`src/rtl/gmii_pkg.sv`:
```
// gmii_pkg: shared definitions for the GMII receive path.
// Holds the receiver FSM state encoding, the framing byte values, the
// CRC-32 constants and the bit positions inside the out_err status vector.
package gmii_pkg;

  typedef enum logic [2:0] {
    WAIT = 3'd0,
    IDLE = 3'd1,
    PRE  = 3'd2,
    DATA = 3'd3,
    DROP = 3'd4
  } state_e;

  localparam logic [7:0]  PRE_BYTE    = 8'h55;
  localparam logic [7:0]  SFD_BYTE    = 8'hD5;
  localparam logic [31:0] CRC_POLY    = 32'hEDB88320;
  localparam logic [31:0] CRC_INIT    = 32'hFFFFFFFF;
  localparam logic [31:0] CRC_RESIDUE = 32'hDEBB20E3;

  // out_err bit positions
  localparam int ERR_FCS = 0;  // FCS mismatch
  localparam int ERR_PHY = 1;  // phy_err seen, runt or bad preamble
  localparam int ERR_LEN = 2;  // over-length

endpackage

```
`src/rtl/crc32_d8.sv`:
```
// crc32_d8: combinational byte-parallel CRC-32 update (reflected, LSB first).
// Ports:
//   crc_i  in  32  current CRC register
//   dat_i  in  8   byte to absorb
//   crc_o  out 32  CRC register after absorbing dat_i
module crc32_d8
  import gmii_pkg::*;
(
  input  logic [31:0] crc_i,
  input  logic [7:0]  dat_i,
  output logic [31:0] crc_o
);

  logic [31:0] c_s;

  // Unrolled eight-step shift of the reflected LFSR.
  always_comb begin
    c_s = crc_i ^ {24'h000000, dat_i};
    for (int i = 0; i < 8; i++) begin
      if (c_s[0]) begin
        c_s = (c_s >> 1) ^ CRC_POLY;
      end else begin
        c_s = c_s >> 1;
      end
    end
    crc_o = c_s;
  end

endmodule

```
`src/rtl/gmii_rx_frame.sv`:
```
// gmii_rx_frame: byte-wide GMII frame receiver.
// Strips preamble/SFD, emits the payload with the 4-byte FCS removed,
// checks CRC-32 and reports one end-of-frame status per frame.
// Ports:
//   clk       in  1   clock, rising edge
//   rst       in  1   synchronous active-low reset
//   phy_val   in  1   GMII data valid
//   phy_err   in  1   GMII error
//   phy_dat   in  8   GMII byte
//   out_dat   out 8   payload byte
//   out_val   out 1   out_dat valid
//   out_sof   out 1   first payload byte of the frame
//   out_eof   out 1   end-of-frame status strobe
//   out_good  out 1   frame good (with out_eof)
//   out_len   out 16  payload length, FCS excluded (with out_eof)
//   out_err   out 3   {over-length, phy/runt/preamble, FCS} (with out_eof)
module gmii_rx_frame
  import gmii_pkg::*;
#(
  parameter int MAX_LEN = 1518,
  parameter int MAX_PRE = 7
) (
  input  logic        clk,
  input  logic        rst,
  input  logic        phy_val,
  input  logic        phy_err,
  input  logic [7:0]  phy_dat,
  output logic [7:0]  out_dat,
  output logic        out_val,
  output logic        out_sof,
  output logic        out_eof,
  output logic        out_good,
  output logic [15:0] out_len,
  output logic [2:0]  out_err
);

  localparam logic [15:0] MAX_LEN_W = 16'(MAX_LEN);
  localparam logic [7:0]  MAX_PRE_W = 8'(MAX_PRE);

  state_e           state_q, state_d;
  logic [7:0]       pre_cnt_q, pre_cnt_d;
  logic [31:0]      crc_q, crc_d, crc_nxt_s;
  logic [15:0]      cnt_q, cnt_d, cnt_inc_s;
  logic [3:0][7:0]  dly_q, dly_d;
  logic [2:0]       fill_q, fill_d;
  logic [15:0]      emit_cnt_q, emit_cnt_d;
  logic [2:0]       err_q, err_d, eof_err_s;
  logic [7:0]       out_dat_q, out_dat_d;
  logic             out_val_q, out_val_d;
  logic             out_sof_q, out_sof_d;
  logic             out_eof_q, out_eof_d;
  logic             out_good_q, out_good_d;
  logic [15:0]      out_len_q, out_len_d;
  logic [2:0]       out_err_q, out_err_d;

  crc32_d8 u_crc (
    .crc_i (crc_q),
    .dat_i (phy_dat),
    .crc_o (crc_nxt_s)
  );

  // Next-state, datapath and registered-output computation.
  always_comb begin
    state_d    = state_q;
    pre_cnt_d  = pre_cnt_q;
    crc_d      = crc_q;
    cnt_d      = cnt_q;
    dly_d      = dly_q;
    fill_d     = fill_q;
    emit_cnt_d = emit_cnt_q;
    err_d      = err_q;
    out_dat_d  = 8'h00;
    out_val_d  = 1'b0;
    out_sof_d  = 1'b0;
    out_eof_d  = 1'b0;
    out_good_d = 1'b0;
    out_len_d  = 16'h0000;
    out_err_d  = 3'b000;
    eof_err_s  = 3'b000;
    cnt_inc_s  = (cnt_q == 16'hFFFF) ? cnt_q : cnt_q + 16'd1;

    case (state_q)
      // Frame cut by reset: swallow it silently until the line goes idle.
      WAIT: begin
        if (!phy_val) begin
          state_d = IDLE;
        end else begin
          state_d = WAIT;
        end
      end

      IDLE: begin
        if (phy_val) begin
          err_d      = 3'b000;
          emit_cnt_d = 16'h0000;
          if (phy_dat == PRE_BYTE) begin
            state_d   = PRE;
            pre_cnt_d = 8'd1;
          end else begin
            state_d        = DROP;
            err_d[ERR_PHY] = 1'b1;
          end
        end else begin
          state_d = IDLE;
        end
      end

      PRE: begin
        if (phy_val) begin
          if ((phy_dat == PRE_BYTE) && (pre_cnt_q < MAX_PRE_W)) begin
            pre_cnt_d = pre_cnt_q + 8'd1;
          end else if (phy_dat == SFD_BYTE) begin
            state_d = DATA;
            crc_d   = CRC_INIT;
            cnt_d   = 16'h0000;
            dly_d   = '0;
            fill_d  = 3'd0;
          end else begin
            state_d        = DROP;
            err_d[ERR_PHY] = 1'b1;
          end
        end else begin
          // No SFD ever seen: not a frame, nothing to report.
          state_d = IDLE;
        end
      end

      DATA: begin
        if (phy_val) begin
          crc_d  = crc_nxt_s;
          dly_d  = {dly_q[2:0], phy_dat};
          fill_d = (fill_q == 3'd4) ? fill_q : fill_q + 3'd1;
          cnt_d  = cnt_inc_s;
          if (phy_err) begin
            err_d[ERR_PHY] = 1'b1;
          end else begin
            err_d[ERR_PHY] = err_q[ERR_PHY];
          end
          if (cnt_inc_s > MAX_LEN_W) begin
            // The byte displaced now would follow the last legal one; stop here.
            err_d[ERR_LEN] = 1'b1;
            state_d        = DROP;
          end else if (fill_q == 3'd4) begin
            out_dat_d  = dly_q[3];
            out_val_d  = 1'b1;
            out_sof_d  = (emit_cnt_q == 16'h0000);
            emit_cnt_d = (emit_cnt_q == 16'hFFFF) ? emit_cnt_q : emit_cnt_q + 16'd1;
          end else begin
            out_val_d = 1'b0;
          end
        end else begin
          // End of frame: whatever sits in the delay line is the FCS.
          if (cnt_q < 16'd4) begin
            eof_err_s          = err_q;
            eof_err_s[ERR_PHY] = 1'b1;
            out_len_d          = 16'h0000;
          end else begin
            eof_err_s          = err_q;
            eof_err_s[ERR_FCS] = (crc_q != CRC_RESIDUE);
            out_len_d          = cnt_q - 16'd4;
          end
          out_eof_d  = 1'b1;
          out_err_d  = eof_err_s;
          out_good_d = (eof_err_s == 3'b000);
          state_d    = IDLE;
        end
      end

      DROP: begin
        if (!phy_val) begin
          out_eof_d  = 1'b1;
          out_good_d = 1'b0;
          out_err_d  = err_q;
          out_len_d  = emit_cnt_q;
          state_d    = IDLE;
        end else begin
          state_d = DROP;
        end
      end

      default: begin
        state_d = WAIT;
      end
    endcase
  end

  // State, datapath and output registers with synchronous active-low reset.
  always_ff @(posedge clk) begin
    if (!rst) begin
      state_q    <= WAIT;
      pre_cnt_q  <= 8'h00;
      crc_q      <= 32'h00000000;
      cnt_q      <= 16'h0000;
      dly_q      <= '0;
      fill_q     <= 3'd0;
      emit_cnt_q <= 16'h0000;
      err_q      <= 3'b000;
      out_dat_q  <= 8'h00;
      out_val_q  <= 1'b0;
      out_sof_q  <= 1'b0;
      out_eof_q  <= 1'b0;
      out_good_q <= 1'b0;
      out_len_q  <= 16'h0000;
      out_err_q  <= 3'b000;
    end else begin
      state_q    <= state_d;
      pre_cnt_q  <= pre_cnt_d;
      crc_q      <= crc_d;
      cnt_q      <= cnt_d;
      dly_q      <= dly_d;
      fill_q     <= fill_d;
      emit_cnt_q <= emit_cnt_d;
      err_q      <= err_d;
      out_dat_q  <= out_dat_d;
      out_val_q  <= out_val_d;
      out_sof_q  <= out_sof_d;
      out_eof_q  <= out_eof_d;
      out_good_q <= out_good_d;
      out_len_q  <= out_len_d;
      out_err_q  <= out_err_d;
    end
  end

  assign out_dat  = out_dat_q;
  assign out_val  = out_val_q;
  assign out_sof  = out_sof_q;
  assign out_eof  = out_eof_q;
  assign out_good = out_good_q;
  assign out_len  = out_len_q;
  assign out_err  = out_err_q;

endmodule

```
`config.mk`:
```
export PLATFORM = sky130hd
export DESIGN_NAME = gmii_rx_frame
export DESIGN_NICKNAME = d
export VERILOG_FILES = /design/src/rtl/gmii_pkg.sv /design/src/rtl/crc32_d8.sv /design/src/rtl/gmii_rx_frame.sv
export SDC_FILE = /design/constraint.sdc
export NUM_CORES = 1
export LEC_CHECK = 0
export BUFFER_PORTS_ARGS = -buffer_cell sky130_fd_sc_hd__buf_2
export CAP_MARGIN = 10
export CORE_ASPECT_RATIO = 1.2
export CORE_MARGIN = 5
export CORE_UTILIZATION = 52
export DETAILED_ROUTE_END_ITERATION = 7
export GPL_ROUTABILITY_DRIVEN = 0
export GPL_TIMING_DRIVEN = 0
export PLACE_DENSITY = 0.74
export SYNTH_ARGS = -nofsm -noshare
export SYNTH_HDL_FRONTEND = slang
export SYNTH_HIERARCHICAL = 1
export SYNTH_SLANG_ARGS = --single-unit
export TNS_END_PERCENT = 20
```
`constraint.sdc`:
```
create_clock -name clk -period 9.6 [get_ports clk]
set_clock_uncertainty 0.1 [all_clocks]
set_input_delay 0 -clock clk [delete_from_list [all_inputs] [get_ports clk]]
set_output_delay 0 -clock clk [all_outputs]
set_load 0.005 [all_outputs]
```
# Word level (Yosys, flattened, before mapping)
# Index checks and enable logic that the tools add are counted.
# Widths: inputs -> output; s select.
[totals] ff_bits=143 in_bits=12 out_inout_bits=31 word_cells=158
[classes] n_addsub=5 order_cmp=3 eq_ne=26 mux=72 n_bitwise=13 n_reduce_logical=20
[op_table] cell="$mux 32" n=16
[op_table] cell="$mux 16" n=12
[op_table] cell="$pmux 32 s2" n=2
[op_table] cell="$not 13->14" n=8
[op_table] cell="$pmux 16 s2" n=3
[op_table] cell="$mux 3" n=18
[op_table] cell="$add 16x1->16 const B" n=2
[op_table] cell="$eq 16x16->1 const B" n=2
[op_table] cell="$mux 8" n=4
[op_table] cell="$ne 32x32->1 const B" n=1
[op_table] cell="$xor 32x8->32" n=1
[op_table] cell="$ne 2x2->1 const B" n=14
[op_table] cell="$gt 16x11->1 const B" n=1
[op_table] cell="$logic_not 16->1" n=1
[op_table] cell="$lt 16x3->1 const B" n=1
[op_table] cell="$pmux 8 s2" n=1
[op_table] cell="$sub 16x3->16 const B" n=1
[op_table] cell="$pmux 3 s5" n=1
[op_table] cell="$reduce_and 5->1" n=3
[op_table] cell="$pmux 3 s2" n=2
[op_table] cell="$mux 1" n=9
[op_table] cell="$add 8x1->8 const B" n=1
[op_table] cell="$eq 8x7->1 const B" n=1
[op_table] cell="$eq 8x8->1 const B" n=1
[op_table] cell="22 further kinds" n=33

# Longest topological paths before layout
[depth] depth_word=19 ltp_mapped=13 mapped_depth_nobuf=9

# By module
# Netlist, hierarchy kept.
[modules_own_cells] mod="gmii_rx_frame" instances=1 cells_each=757 area_per_inst_um2=6286.0 seq_area_each_um2=2862.7
[modules_own_cells] mod="crc32_d8" instances=1 cells_each=64 area_per_inst_um2=954.7 seq_area_each_um2=0.0

# Worst setup path before layout
# Ideal clock, no wire load.
[synth_path] path_kind="flip-flop to flip-flop" start="reg cnt_q[2]" end="reg emit_cnt_q[15]" setup_ps=74 t_arrival_ps=2992 required_ps=9426 path_slack_ps=6433 stages_incl_launch_ff=12 n_path_buf=2 period_less_slack_ps=3167 path_cell_list="dfxtp_1 > ha_1 > nand4_1 > nor4_1 > clkbuf_1 > nor4_1 > a211oi_2 > nand3b_1 > or2_1 > buf_2 > or4_1 > a31oi_1"
[synth_via] elab_chain_len=5 word_cells_on_any_way=6 classes_between="1 x add/sub; 1 x order compare; 2 x eq/ne; 1 x mux; 1 x reduce/logical"
[synth_rtl] item="start, declared" line="gmii_rx_frame.sv:43" rtl="logic [15:0] cnt_q, cnt_d, cnt_inc_s;"
[synth_rtl] item="start signal, assigned" line="gmii_rx_frame.sv:209" rtl="cnt_q <= cnt_d;"
[synth_rtl] item="$add 16x1->16 / $eq 16x16->1 (equally long branches)" line="gmii_rx_frame.sv:80" rtl="cnt_inc_s = (cnt_q == 16'hFFFF) ? cnt_q : cnt_q + 16'd1;"
[synth_rtl] item="$mux 16 (*)" line="gmii_rx_frame.sv:80"
[synth_rtl] item="$gt 16x11->1 (*)" line="gmii_rx_frame.sv:139" rtl="if (cnt_inc_s > MAX_LEN_W) begin"
[synth_rtl] item="$ne 2x2->1 (no line) (*)"
[synth_rtl] item="$reduce_and 5->1 (no line) (*)"
[synth_rtl] item="end signal, assigned" line="gmii_rx_frame.sv:212" rtl="emit_cnt_q <= emit_cnt_d;"
[synth_rtl] item="end, declared" line="gmii_rx_frame.sv:46" rtl="logic [15:0] emit_cnt_q, emit_cnt_d;"
# Every way passes the cells marked *; elsewhere a longest branch is shown, timed or not.
# A chain may end at the register's enable or synchronous reset.

# Final worst setup path
[layout_path] start="reg cnt_q[2]" end="reg state_q[0]"
[layout_via] elab_chain_len=5 word_cells_on_any_way=6 classes_between="1 x add/sub; 1 x order compare; 2 x eq/ne; 1 x mux; 1 x reduce/logical"
[layout_rtl] item="$add 16x1->16 / $eq 16x16->1 (equally long branches)" line="gmii_rx_frame.sv:80"
[layout_rtl] item="$mux 16 (*)" line="gmii_rx_frame.sv:80"
[layout_rtl] item="$gt 16x11->1 (*)" line="gmii_rx_frame.sv:139"
[layout_rtl] item="$ne 3x3->1 (no line) (*)"
[layout_rtl] item="$reduce_and 2->1 (no line) (*)"
[layout_rtl] item="end signal, assigned" line="gmii_rx_frame.sv:206" rtl="state_q <= state_d;"
[layout_rtl] item="end, declared" line="gmii_rx_frame.sv:40" rtl="state_e state_q, state_d;"
# Marks and branches as above.

==> results.rst <==
.. list-table::
   :header-rows: 1

   * - Metric
     - Value
   * - Clock transition at path regs
     - 0.07 ns
   * - WL/cell
     - ~17 um
   * - Library cell occupying the most area in the post-synthesis netlist
     - dfxtp_1
   * - Antenna violation net count after detailed routing
     - 0
   * - DRC viols
     - 0
   * - Global-route total usage across every layer
     - 0.228
   * - Via count of the first global-routing pass
     - 6179
   * - Detailed Routing Iterations Pass 1
     - 5
   * - Cell with the most instances after synthesis
     - dfxtp_1
   * - Count of flip-flops with a built-in enable after synthesis
     - 0
   * - Fin nets
     - 912
   * - Critical Path, Cell by Cell
     - ha_1 -> nand4_1 -> nor4_1 -> clkbuf_1 -> a211o_1 -> nand4_1 -> nor3_1 -> or3_1 -> a31oi_1 -> dlygate4sd3_1
   * - Clock Root Buffer
     - clkbuf_16
   * - Share of flip-flops with an asynchronous set or reset after synthesis
     - 0
   * - Fin crit period
     - 4.24 ns
   * - Pwr per Cell Area
     - 163 mW/mm2
   * - Crit start category
     - flop
   * - Setup total negative slack
     - 0 ns
   * - Longest individual stage delay on the worst path
     - 0.72 ns
   * - Starting Density
     - 0.526
   * - Netlist area before placement
     - 0.00724 mm2
   * - Clk Latency, worst-skew pair
     - 0.43 ns
   * - Top flip-flop cell by instance count after synthesis
     - dfxtp_1
   * - TritonCTS clock tree
     - yes
   * - Overflow left after global routing
     - 0
   * - Routed WL
     - 18600 um
   * - Number of antenna violations at the first check in global routing
     - 0
   * - Top cell types by occurrence after synthesis
     - dfxtp_1, nor2_1, nand2_1, clkbuf_1, a22oi_1
   * - Pre-CTS setup slack
     - 5.55 ns
   * - Total half-perimeter wirelength after legalization and detailed placement
     - 13400 um
   * - Standard-cell rows
     - 47
   * - Wire length of the first global-routing pass
     - 30900 um
   * - Worst path slowest cell
     - nor4_1
   * - Number of buffers added on ports
     - 40
   * - DRT iter0 DRCs
     - 529
   * - Max_slew headroom
     - 0.456
   * - Via count of the routed design
     - about 6.4k
   * - Die ar.
     - 0.0164 mm2
   * - Final Hold Fails
     - 0
   * - YS warnings
     - 6
   * - Average footprint of a synthesized cell
     - ~9 um2
   * - Result of the run
     - complete, no violations
   * - Count of maximum capacitance violations
     - 0
   * - Arrival time at the worst endpoint
     - 4.46 ns
   * - Fin crit share
     - 0.442
   * - Floorplan Core Area
     - 0.0138 mm2
   * - Sort of element at the end of the critical path
     - flop
   * - CTS sink cnt
     - 143
   * - Critical path's most frequent cell
     - nand4_1
   * - Instance count after placement with tap cells included
     - 1032
   * - Setup-violating endpoint count in the final report
     - 0
   * - Area growth from synthesis to layout
     - 15.9%
   * - Maximum level of the CTS H-tree
     - 4
   * - Top cell type's share of synthesized area
     - 0.395
   * - Crit path kind
     - reg2reg
   * - CP required
     - 9.82 ns
   * - Leak
     - around 3.3 nW
   * - Final number of max-transition violations
     - 0
   * - Number of instances in the synthesized netlist
     - 821
   * - Post-CTS setup-driven buffer insertion count
     - 0
   * - VDD IR max
     - 0.000125 V
   * - Post-route setup slack
     - 5.36 ns
   * - Number of standard cells in the layout, taps in and fillers out
     - 1076
   * - Count of inserted antenna diode cells
     - 0
   * - Max clock buf depth
     - 2
   * - Top fanout value on the critical path
     - 10
   * - Synth cell types
     - 71
   * - Unrepaired setup endpoints after global routing
     - no
   * - Share of final-layout standard cells stronger than drive strength 1
     - 0.113
   * - Vert. Die Dim
     - 139 um
   * - Synthesized Nets
     - 841
   * - I/O pins
     - 43
   * - Area contributors post-synth
     - dfxtp_1, nor2_1, xnor2_1
   * - Portion of the post-synthesis area used by sequential elements
     - 0.395
   * - Largest net degree at the start of global routing
     - 18
   * - Slew at the pin closest to its max-slew limit
     - 0.808 ns
   * - Width of the chip
     - ~120 um
   * - Vias per Instance
     - just under 6
   * - Worst min-delay path category
     - in2reg
   * - FMAX
     - 236 MHz
   * - Num CTS Buffers
     - 17
   * - Number of synthesized register bits
     - 143
-- report_power, final --
group	leakage, nW	total [mW]	internal (mW)	switching [mW]
combinational	1.80	0.0939	0.0452	0.0486
clock	0.299	0.677	0.376	0.301
sequential	1.15	0.594	0.594	0.000640
-- area by class of cell --
cell class	instances	area, um2
fillers	1245	5370
multi-input cells	598	4060
flip-flops and latches	143	2860
clock buffers	17	425
repair buffers	52	320
plain buffers	59	236
well taps	171	214
clock inverters	15	189
inverters	21	78.8
-- metrics by stage --
stage               total power [mW]   util  instance area (um2)  hold slack [ns]
floorplan                      0.676      -                 7240           0.0608
global placement               0.696  0.556                 7650            0.232
CTS                             1.37  0.610                 8390            0.326
finish                          1.37  0.610                 8390            0.326
detailed placement             0.697  0.556                 7650            0.236
global route                    1.41  0.610                 8390            0.353
-- final timing paths --
check              from         end  slack [ns]  cells after the start
min reg2reg   dly_q[30]  out_dat[6]        0.36                      1
max reg2reg    cnt_q[2]  state_q[0]        5.36                     10
min          phy_dat[4]    dly_q[4]        0.33                      4
max            cnt_q[2]  state_q[0]        5.36                     10
-- cells in the final DEF (no fill, tap or decap), types with 6 or more instances in the layout --
cell           instances
dfxtp_1              143
nor2_1               116
nand2_1               66
clkbuf_1              51
buf_2                 46
a22oi_1               35
xnor2_1               34
a21oi_1               33
o22ai_1               32
o21ai_0               30
nand3_1               28
inv_1                 19
nor3_1                17
clkbuf_16             17
nor4_1                15
nand4_1               13
xor2_1                13
dlygate4sd3_1         12
and2_1                11
xnor3_1               11
a31oi_1                9
ha_1                   8
xnor2_2                8
mux2i_1                7
a311oi_1               6
a211oi_1               6
inv_8                  6
xor3_1                 6
-- flip-flops by register name, indices dropped and copies added (netlist names) --
register,cells
err_q,2
out_sof,1
fill_q,3
crc_q,32
state_q,3
out_good,1
emit_cnt_q,16
cnt_q,16
pre_cnt_q,8
out_dat,8
out_eof,1
out_len,16
out_val,1
out_err,3
dly_q,32
-- layer usage --
layer	vias to the layer above	GRT usage	wire length, um
li1	3103	-	-
met1	2986	0.277	7540
met2	243	0.372	9000
met3	72	0.0426	1080
met4	0	0.146	945
met5	-	0	0
-- logic make-up (layout without fill, tap and decap cells) --
logic type	Yosys count	after routing	synth area share
and+or+nand+nor	316	316	0.212
AOI/OAI and AO/OA	186	186	0.171
DFF	143	143	0.395
buffers and inverters	80	164	0.0435
xor gates and xnor gates	78	78	0.149
muxes	10	10	0.0143
adders and majority gates	8	8	0.0138
-- timing repair --
item	4_1_cts	5_1_grt
hold buffers	12	0
endpoints found under the hold margin	11	0
setup endpoints to repair	0	0
gates resized for setup	0	0
-- critical path: cells and delay by family, from the launching register on --
family,cells,cell delay (ns)
flops,1,0.51
compound gates,2,0.26
buf+inv,2,0.95
simple gates,5,1.99
fa+ha+maj,1,0.31
Note: power is estimated with default switching activity, not from simulation.
